## src/rtl/phased_clk_pkg.sv

```systemverilog
// Shared types and defaults for the phased clock generator.
package phased_clk_pkg;

  localparam int DIV_W_DEF = 16;
  localparam int NCH_DEF   = 4;

  typedef enum logic [1:0] {
    IDLE = 2'd0,
    ARM  = 2'd1,
    RUN  = 2'd2
  } state_t;

endpackage

```

## src/rtl/phase_chan.sv

```systemverilog
// One phased output: modular distance from the shared counter, registered level and rising-edge tick.
module phase_chan
  import phased_clk_pkg::*;
#(
  parameter int DIV_W = DIV_W_DEF
) (
  input  logic             clk,
  input  logic             rst,
  input  logic             i_en,
  input  logic [DIV_W:0]   i_cnt,
  input  logic [DIV_W:0]   i_per,
  input  logic [DIV_W-1:0] i_half,
  input  logic [DIV_W-1:0] i_phase,
  output logic             o_clk_out,
  output logic             o_tick
);

  logic [DIV_W:0] w_phase;
  logic [DIV_W:0] w_dist;
  logic           w_level;
  logic           r_clk_out;
  logic           r_tick;

  // (cnt - phase) mod P; the else-branch adds (P - phase) first so the sum never exceeds P
  assign w_phase = {1'b0, i_phase};
  assign w_dist  = (i_cnt >= w_phase) ? (i_cnt - w_phase) : (i_cnt + (i_per - w_phase));
  assign w_level = (w_dist < {1'b0, i_half});

  always_ff @(posedge clk) begin
    if (rst || !i_en) begin
      r_clk_out <= 1'b0;
      r_tick    <= 1'b0;
    end else begin
      r_clk_out <= w_level;
      r_tick    <= w_level & ~r_clk_out;
    end
  end

  assign o_clk_out = r_clk_out;
  assign o_tick    = r_tick;

endmodule

```

## src/rtl/phased_clk_gen.sv

```systemverilog
// Phase-aligned square-wave generator: config latch, IDLE/ARM/RUN control and one shared period counter.
module phased_clk_gen
  import phased_clk_pkg::*;
#(
  parameter int NCH   = NCH_DEF,
  parameter int DIV_W = DIV_W_DEF
) (
  input  logic                 clk,
  input  logic                 rst,
  input  logic                 cfg_valid,
  output logic                 cfg_ready,
  input  logic [DIV_W-1:0]     cfg_half,
  input  logic [NCH*DIV_W-1:0] cfg_phase,
  input  logic                 start,
  input  logic                 stop,
  output logic [NCH-1:0]       clk_out,
  output logic [NCH-1:0]       tick,
  output logic                 running,
  output logic                 cfg_err
);

  localparam logic [DIV_W-1:0] HALF_ONE = {{(DIV_W-1){1'b0}}, 1'b1};

  state_t                 r_state;
  logic [DIV_W-1:0]       r_half;
  logic [NCH*DIV_W-1:0]   r_phase;
  logic [DIV_W:0]         r_cnt;
  logic                   r_running;
  logic                   r_cfg_err;

  logic [DIV_W:0]         w_per;
  logic [DIV_W-1:0]       w_half_new;
  logic [DIV_W:0]         w_per_new;
  logic [NCH*DIV_W-1:0]   w_phase_new;
  logic                   w_phase_bad;
  logic                   w_chan_en;

  // A phase at or beyond the period is pinned to the last cycle of the period
  function automatic logic [DIV_W-1:0] sat_phase(input logic [DIV_W-1:0] ph,
                                                  input logic [DIV_W:0]   per);
    if ({1'b0, ph} >= per) return per[DIV_W-1:0] - 1'b1;
    return ph;
  endfunction

  assign w_per      = {r_half, 1'b0};
  assign w_half_new = (cfg_half == '0) ? HALF_ONE : cfg_half;
  assign w_per_new  = {w_half_new, 1'b0};

  always_comb begin
    w_phase_new = '0;
    w_phase_bad = 1'b0;
    for (int k = 0; k < NCH; k++) begin
      w_phase_new[k*DIV_W +: DIV_W] = sat_phase(cfg_phase[k*DIV_W +: DIV_W], w_per_new);
      if ({1'b0, cfg_phase[k*DIV_W +: DIV_W]} >= w_per_new) w_phase_bad = 1'b1;
    end
  end

  always_ff @(posedge clk) begin
    if (rst) begin
      r_state   <= IDLE;
      r_cnt     <= '0;
      r_half    <= HALF_ONE;
      r_phase   <= '0;
      r_running <= 1'b0;
      r_cfg_err <= 1'b0;
    end else begin
      case (r_state)
        IDLE: begin
          if (cfg_valid) begin
            r_half    <= w_half_new;
            r_phase   <= w_phase_new;
            r_cfg_err <= (cfg_half == '0) || w_phase_bad;
            r_state   <= ARM;
          end
        end
        ARM: begin
          if (stop) begin
            r_state <= IDLE;
          end else if (start) begin
            r_state   <= RUN;
            r_cnt     <= '0;
            r_running <= 1'b1;
          end
        end
        RUN: begin
          if (stop) begin
            r_state   <= IDLE;
            r_running <= 1'b0;
          end else begin
            r_cnt <= (r_cnt == w_per - 1'b1) ? '0 : r_cnt + 1'b1;
          end
        end
        default: begin
          r_state   <= IDLE;
          r_running <= 1'b0;
        end
      endcase
    end
  end

  // Channels drop to zero on the same edge that a stop leaves RUN
  assign w_chan_en = (r_state == RUN) && !stop;

  for (genvar k = 0; k < NCH; k++) begin : g_chan
    phase_chan #(
      .DIV_W (DIV_W)
    ) u_chan (
      .clk       (clk),
      .rst       (rst),
      .i_en      (w_chan_en),
      .i_cnt     (r_cnt),
      .i_per     (w_per),
      .i_half    (r_half),
      .i_phase   (r_phase[k*DIV_W +: DIV_W]),
      .o_clk_out (clk_out[k]),
      .o_tick    (tick[k])
    );
  end

  assign cfg_ready = (r_state == IDLE);
  assign running   = r_running;
  assign cfg_err   = r_cfg_err;

endmodule

```

## config.mk

```make
export PLATFORM = sky130hd
export DESIGN_NAME = phased_clk_gen
export DESIGN_NICKNAME = d
export VERILOG_FILES = /design/src/rtl/phased_clk_pkg.sv /design/src/rtl/phase_chan.sv /design/src/rtl/phased_clk_gen.sv
export SDC_FILE = /design/constraint.sdc
export NUM_CORES = 1
export LEC_CHECK = 0
export CORE_MARGIN = 4
export CORE_UTILIZATION = 63
export CTS_CLUSTER_SIZE = 24
export DETAILED_ROUTE_END_ITERATION = 8
export PLACE_DENSITY_LB_ADDON = 0.25
export SYNTH_ARGS = -nofsm -noshare
export SYNTH_HDL_FRONTEND = slang
export SYNTH_SLANG_ARGS = --single-unit
```

## constraint.sdc

```tcl
create_clock -name clk -period 6.5 [get_ports clk]
set_input_delay 1.3 -clock clk [delete_from_list [all_inputs] [get_ports clk]]
set_output_delay 1.3 -clock clk [all_outputs]
set_load 0.05 [all_outputs]
```

==> results of run 1 <==
-- final cells by class --
class	count	area [um^2]
Multi-Input combinational cell	1613	12580
Fill cell	2085	7478
Sequential cell	109	2182
Timing Repair Buffer	127	1186
Inverter	260	975.9
Tap cell	330	412.9
Clock buffer	9	225.2
Clock inverter	7	65.06
-- worst max-delay path by stage --
| stage | startpoint | to | slack (ps) | depth (start not counted) |
|---|---|---|---|---|
| 2_1_floorplan | cfg_half[10] | r_phase[26]$_SDFFE_PP0P_ | 1380 | 17 |
| 3_5_place_dp | cfg_half[10] | r_phase[27]$_SDFFE_PP0P_ | 880 | 17 |
| 6_report | r_half[0]$_SDFFE_PP1P_ | g_chan[0].u_chan.o_tick$_SDFF_PP0_ | 1070 | 19 |
| 3_3_place_gp | cfg_half[10] | r_phase[26]$_SDFFE_PP0P_ | 1050 | 17 |
| 4_1_cts | r_half[0]$_SDFFE_PP1P_ | g_chan[0].u_chan.o_tick$_SDFF_PP0_ | 1220 | 19 |
| 5_1_grt | r_half[0]$_SDFFE_PP1P_ | g_chan[3].u_chan.o_tick$_SDFF_PP0_ | 820 | 20 |
-- metrics by stage --
step	hold WS [ps]	area, um^2	cells
global route	434.4	17630	2455
global placement	398.8	17340	2439
finish	413.8	17630	2455
detailed placement	402.7	17340	2439
floorplan	394.8	16010	2051
CTS	414.9	17630	2455
-- cell usage in the layout, fill, tap and decap left out, types with 32 or more instances in the layout --
cell and count:
xor2_1 44, inv_1 260, nor3_1 57, dfxtp_1 109, nor2_1 108, nand3_1 39
or3_1 68, nand2_1 126, clkdlybuf4s50_1 94, o21ai_0 174, ha_1 247, nand4_1 32
fa_1 68, a21o_1 47, buf_4 32, a21oi_1 133, mux2i_1 71, xnor2_1 102
-- where the power goes --
group | total, mW | internal, mW | switching (mW)
registers | 0.757 | 0.709 | 0.0485
logic | 2.19 | 0.958 | 1.23
clock network | 0.579 | 0.272 | 0.307
-- layer usage --
metal  share of wire  global-route usage  up-vias
li1                -                   -     7384
met4           0.086              0.2735        0
met2            0.41              0.6106      922
met3            0.12             0.09915      237
met5               0                   0        -
met1            0.38              0.5056     7467
-- sequential cells by signal (all words and copies together) (netlist names) --
register	cells
cfg_err	1
g_chan.u_chan.o_clk_out	4
g_chan.u_chan.o_tick	4
r_cnt	17
r_half	16
r_phase	64
r_state	2
running	1
-- cells by family (layout without fill, tap and decap cells) --
family / after synthesis / in the layout
DFF: 109 / 109
AOI/OAI and AO/OA: 546 / 546
and+or+nand+nor: 527 / 527
adders and majority gates: 315 / 315
muxes: 79 / 79
xor gates and xnor gates: 146 / 146
buffers and inverters: 329 / 403
-- cell usage after synthesis (all sizes together) (6+ instances only) --
library cell / count
o21bai: 19
nor2b: 17
a211o: 9
nor4: 15
o41ai: 6
ha: 247
and3: 14
a2111oi: 7
a21oi: 135
nand4: 33
buf: 18
a211oi: 26
and4: 7
o21ai: 182
and2: 8
dfxtp: 109
o31ai: 8
nand2: 126
a21o: 47
clkbuf: 51
inv: 260
nand3: 39
xnor2: 102
or3: 68
mux2i: 71
fa: 68
o211ai: 15
nor2: 108
xor2: 44
nor3: 58
a31oi: 25
nand2b: 18
o21a: 28
mux2: 8
==> results.txt, run 1 <==
First-pass GRT wire length -> 86970 um
Hold endpoint -> g_chan[0].u_chan.o_tick$_SDFF_PP0_
Synth Warn # -> 0
WP data required -> 6800 ps
I/O pin cnt -> 96
Pwr Total -> 3.526 mW
Synth top area share -> 0.1931
Share of layout cells above drive strength 1 -> 0.03671
Buffers on Ports -> 95
Final core utilization -> 0.7022
Mapped Avg Cell Area -> 7.804 um^2
Crit-path max FO -> 9
#FFs+latches synth -> 109
Hold Vio Cnt, Final -> 0
Number of synthesized flops with an enable pin -> 0
Number of buffers and inverters on the critical path -> 2
First DRT Iteration DRCs -> 2022
Chip Width -> 167.4 um
Routed WL -> 57930 um
Leak -> 7.947 nW
Synth async-reset ratio -> 0
Die H -> 167.4 um
Core area -> 0.02511 mm^2
Peak VDD IR -> 0.1199 mV
Fraction of synthesized area in multiplexers -> 0.05003
Top cells by area, synth -> ha_1 (19%), dfxtp_1 (14%), fa_1 (8.5%)
Synth area leader -> ha_1
Setup crit end kind -> flip-flop
CP max stage delay -> 690 ps
Initial antenna violation count -> 0
CTS resizes -> 0
DR vias -> 16010
Post-Syn Nets -> 2451
Vias in the first global route -> 15490
CTS tree -> yes
Clk_skew -> 10.86 ps
Upper clock frequency limit -> 184.1 MHz
Pwr/cell area -> 200.0 mW/mm^2
Max Cap Viol -> 0
Total GRT Usage -> 0.4027
Top delay family on crit path -> compound AO/OA/AOI/OAI gates
Register-to-Register Path Depth -> 19
Routed Antenna Nets -> 0
Clock Pin Slew Worst Setup and Hold Paths -> 90 ps
Worst slew margin -> 0.2476
Routability Congestion -> 1.025
Final setup fails -> 0
R2R setup slack -> 1070 ps
Setup WS pre-CTS -> 884.9 ps
Crit-path cells -> inv_1 > fa_1 > inv_1 > ha_1 > fa_1 > a21o_1 > a21oi_1 > nor2b_1 > o21ai_0 > o31ai_1 > o41ai_1 > xor2_1 > mux2i_1 > ha_1 > nor2_1 > nand3_1 > o21ai_0 > o21ai_0 > a211oi_1
Core Rows -> 58
Overflow after GRT -> 0
XOR/XNOR Fraction of Synth Area -> 0.07989
WL/cell -> 23.60 um
HPWL after DPL -> 44410 um
Largest net degree at the start of global routing -> 81
Register area share after synthesis -> 0.1363
Top cell by count, worst path -> o21ai_0
Hold WC Path Type -> reg -> reg
Mapped Cells -> 2051
Synth Area in Simple Gates -> 0.1652
Synth Area in Compound Gates -> 0.2103
Most used DFF post-synth -> dfxtp_1
Startpoint Class -> flip-flop
Initial Util -> 0.6375
Post-Syn Area -> 0.01601 mm^2
Least-Margin Pin Slew -> 1120 ps
Layout area overhead -> 10.15%
Nets -> 2520
Post-CTS Setup Bufs -> 0
CTS buffer count -> 9
Hold Path Depth -> 1
Reg-to-Reg End -> g_chan[0].u_chan.o_tick$_SDFF_PP0_
Fin worst setup slack -> 1069 ps
Distinct cells, synth -> 71
Max-slew violations -> 0
H-tree depth -> 3
Clk_lat worst skew -> 370 ps
Min Tclk post-route -> 5431 ps
Fin crit share -> 0.8355
Num Clock Sinks -> 109
Arr. time, crit path -> 5730 ps
Hold Crit Start -> g_chan[0].u_chan.o_clk_out$_SDFF_PP0_
Synth Area in Adders -> 0.2781
Via density -> 6.521
Worst r2r src -> r_half[0]$_SDFFE_PP1P_
Root Driver -> clkbuf_16
Status -> finished clean
CTS Hold Bufs -> 0
Remaining DRCs -> 0
ANT cells -> 0
1st-pass router iterations -> 6
Slowest-stage cell, CP -> dfxtp_1
Crit Path Class -> reg -> reg
Setup tns final -> 0 ps
RSZ-0062 raised after global routing -> no
Largest family of logic cells by synthesized area -> adder cells
Die area -> 0.02802 mm^2
Clock Tree Buf Depth -> 2
(Power assumes the default switching activity.)
==> inputs of run 2 (changes only) <==
==> constraint.sdc (replaced) <==
create_clock -name clk -period 5.4 [get_ports clk]
set_input_delay 1.08 -clock clk [delete_from_list [all_inputs] [get_ports clk]]
set_output_delay 1.08 -clock clk [all_outputs]
set_load 0.05 [all_outputs]
==> run 2 against run 1 <==
  * Non-clock buffer count is 21 higher
  * Highest routed layer unchanged
  * Global-route usage is 0.20 points lower
  * Critical path type unchanged
  * Largest power group unchanged
  * Setup slack worse by 550 ps
==> results.txt, run 2 (synthesized netlist as in run 1, its figures left out) <==
Max Cap Viol -> 0
Worst r2r src -> r_cnt[13]$_SDFFE_PP0P_
First DRT Iteration DRCs -> 1841
CTS resizes -> 0
Most common cell after layout, fill and taps aside -> inv_1
Least-Margin Pin Slew -> 1319 ps
Clk_skew -> 21.23 ps
Remaining DRCs -> 0
Initial antenna violation count -> 0
WL/cell -> 23.51 um
Share of layout cells above drive strength 1 -> 0.04613
Combinational share of power -> 0.618
HPWL after DPL -> 45260 um
Leak -> 8.045 nW
Clock Tree Buf Depth -> 2
Fillers -> 2089
Number of buffers and inverters on the critical path -> 0
Crit-path cells -> ha_1 > and3_1 > nand4_1 > nor4_1 > a2111oi_0 > nand2_1 > a21oi_2 > mux2_2 > ha_1 > a21boi_0 > o21a_1 > o21a_1 > o211ai_1 > a21boi_0 > o41ai_1 > a21o_1 > and4_1
Sw frac -> 0.4484
Die area -> 0.02802 mm^2
Arr. time, crit path -> 5200 ps
Slowest-stage cell, CP -> dfxtp_1
Most frequent cells in the layout -> inv_1 (260), ha_1 (247), o21ai_0 (174)
Sw Pwr -> 1.908 mW
Min Tclk post-route -> 4876 ps
RSZ-0062 raised after global routing -> no
Num Clock Sinks -> 109
Upper clock frequency limit -> 205.1 MHz
Hold WC Path Type -> reg -> reg
Largest net degree at the start of global routing -> 86
Max reg flops -> 64
WP data required -> 5720 ps
Biggest regs -> r_phase (64), r_cnt (17), r_half (16)
Nets -> 2541
Clock Pin Slew Worst Setup and Hold Paths -> 100 ps
Crit-path max FO -> 11
Seq. cell area -> 0.002182 mm^2
CTS tree -> yes
Largest Register -> r_phase
Die H -> 167.4 um
Initial Util -> 0.6375
1st-pass router iterations -> 6
Hold endpoint -> g_chan[0].u_chan.o_tick$_SDFF_PP0_
CP max stage delay -> 910 ps
Startpoint Class -> flip-flop
Clk_lat worst skew -> 380 ps
Routability Congestion -> 1.034
Total GRT Usage -> 0.4007
Root Driver -> clkbuf_16
Final core utilization -> 0.7091
Status -> finished clean
Crit Path Class -> reg -> reg
DR vias -> 16120
Register-to-Register Path Depth -> 17
Critical path depth -> 17
Vias in the first global route -> 15420
Fin crit share -> 0.9030
Chip Width -> 167.4 um
First-pass GRT wire length -> 86550 um
Buffers on Ports -> 95
CTS buffer count -> 9
Clock network power share -> 0.168
Reg-to-Reg End -> g_chan[2].u_chan.o_tick$_SDFF_PP0_
Via density -> 6.503
Worst slew margin -> 0.1144
Routed Antenna Nets -> 0
Max-slew violations -> 0
H-tree depth -> 3
Core Rows -> 58
CTS Hold Bufs -> 0
Internal -> 2.348 mW
Post-CTS Setup Bufs -> 0
Pwr/cell area -> 239.0 mW/mm^2
Peak VDD IR -> 0.1566 mV
Overflow after GRT -> 0
Register share of total power -> 0.214
Core area -> 0.02511 mm^2
Layout area overhead -> 11.23%
Hold Crit Start -> g_chan[0].u_chan.o_clk_out$_SDFF_PP0_
Setup crit end kind -> flip-flop
Top delay family on crit path -> compound AO/OA/AOI/OAI gates
Multi-input logic area -> 0.01258 mm^2
Hold Vio Cnt, Final -> 0
Routed WL -> 58280 um
I/O pin cnt -> 96
R2R setup slack -> 520 ps
Setup tns final -> 0 ps
Hold Path Depth -> 1
Final setup fails -> 0
run 2: cell types whose count changed in the layout (fill, tap and decap cells not counted), sizes merged:
cell,previous run,this run
buf,33,54
diode,0,3
clkinv,3,2
inv,264,265
run 2: how the worst max path moves through the flow:
| stage | startpoint | endpoint |
|---|---|---|
| after global routing | r_cnt[6]$_SDFFE_PP0P_ | g_chan[3].u_chan.o_tick$_SDFF_PP0_ |
| final | r_cnt[13]$_SDFFE_PP0P_ | g_chan[2].u_chan.o_tick$_SDFF_PP0_ |
| after detailed placement | cfg_half[10] | r_phase[59]$_SDFFE_PP0P_ |
| after global placement | cfg_half[10] | r_phase[59]$_SDFFE_PP0P_ |
| after floorplan | cfg_half[10] | r_phase[26]$_SDFFE_PP0P_ |
| after CTS | r_cnt[13]$_SDFFE_PP0P_ | g_chan[2].u_chan.o_tick$_SDFF_PP0_ |
run 2: metrics by stage:
step	instance area [um^2]	worst slack (ps)	instances	power (mW)	hold slack (ps)
3_5_place_dp	17500	325.8	2460	3.478	406.7
5_1_grt	17800	215.5	2476	4.581	458.1
4_1_cts	17800	632.4	2476	4.186	420.9
3_3_place_gp	17500	458.2	2460	3.386	400.5
2_1_floorplan	16010	496.2	2051	2.834	394.8
6_report	17800	523.8	2479	4.256	419.0
run 2: layout make-up:
cell class	count	area share
Tap cell	330	0.02319
Antenna cell	3	0.0004216
Sequential cell	109	0.1226
Inverter	260	0.05481
Clock inverter	7	0.004146
Multi-Input combinational cell	1613	0.7067
Timing Repair Buffer	148	0.07547
Clock buffer	9	0.01265
run 2: power by group through the flow:
stage          clock network (mW)  registers (mW)  logic, mW
2_1_floorplan                   0           0.904       1.93
3_3_place_gp                    0           0.924       2.46
3_5_place_dp                    0           0.926       2.55
4_1_cts                     0.704           0.907       2.58
5_1_grt                     0.738           0.914       2.93
6_report                    0.713           0.910       2.63
run 2: worst reg2reg max path: cells and delay by family, from the launching register on:
| kind | cells | cell delay, ps |
|---|---|---|
| simple gates | 5 | 760 |
| compound gates | 9 | 2080 |
| flops | 1 | 910 |
| fa+ha+maj | 2 | 670 |
| mux | 1 | 390 |
run 2: per-layer routing:
layer | share of wire | vias to the layer above | global-route usage
met5 | 0 | - | 0
met3 | 0.13 | 290 | 0.1060
met4 | 0.094 | 0 | 0.3095
li1 | - | 7422 | -
met2 | 0.41 | 1042 | 0.5931
met1 | 0.37 | 7367 | 0.4951
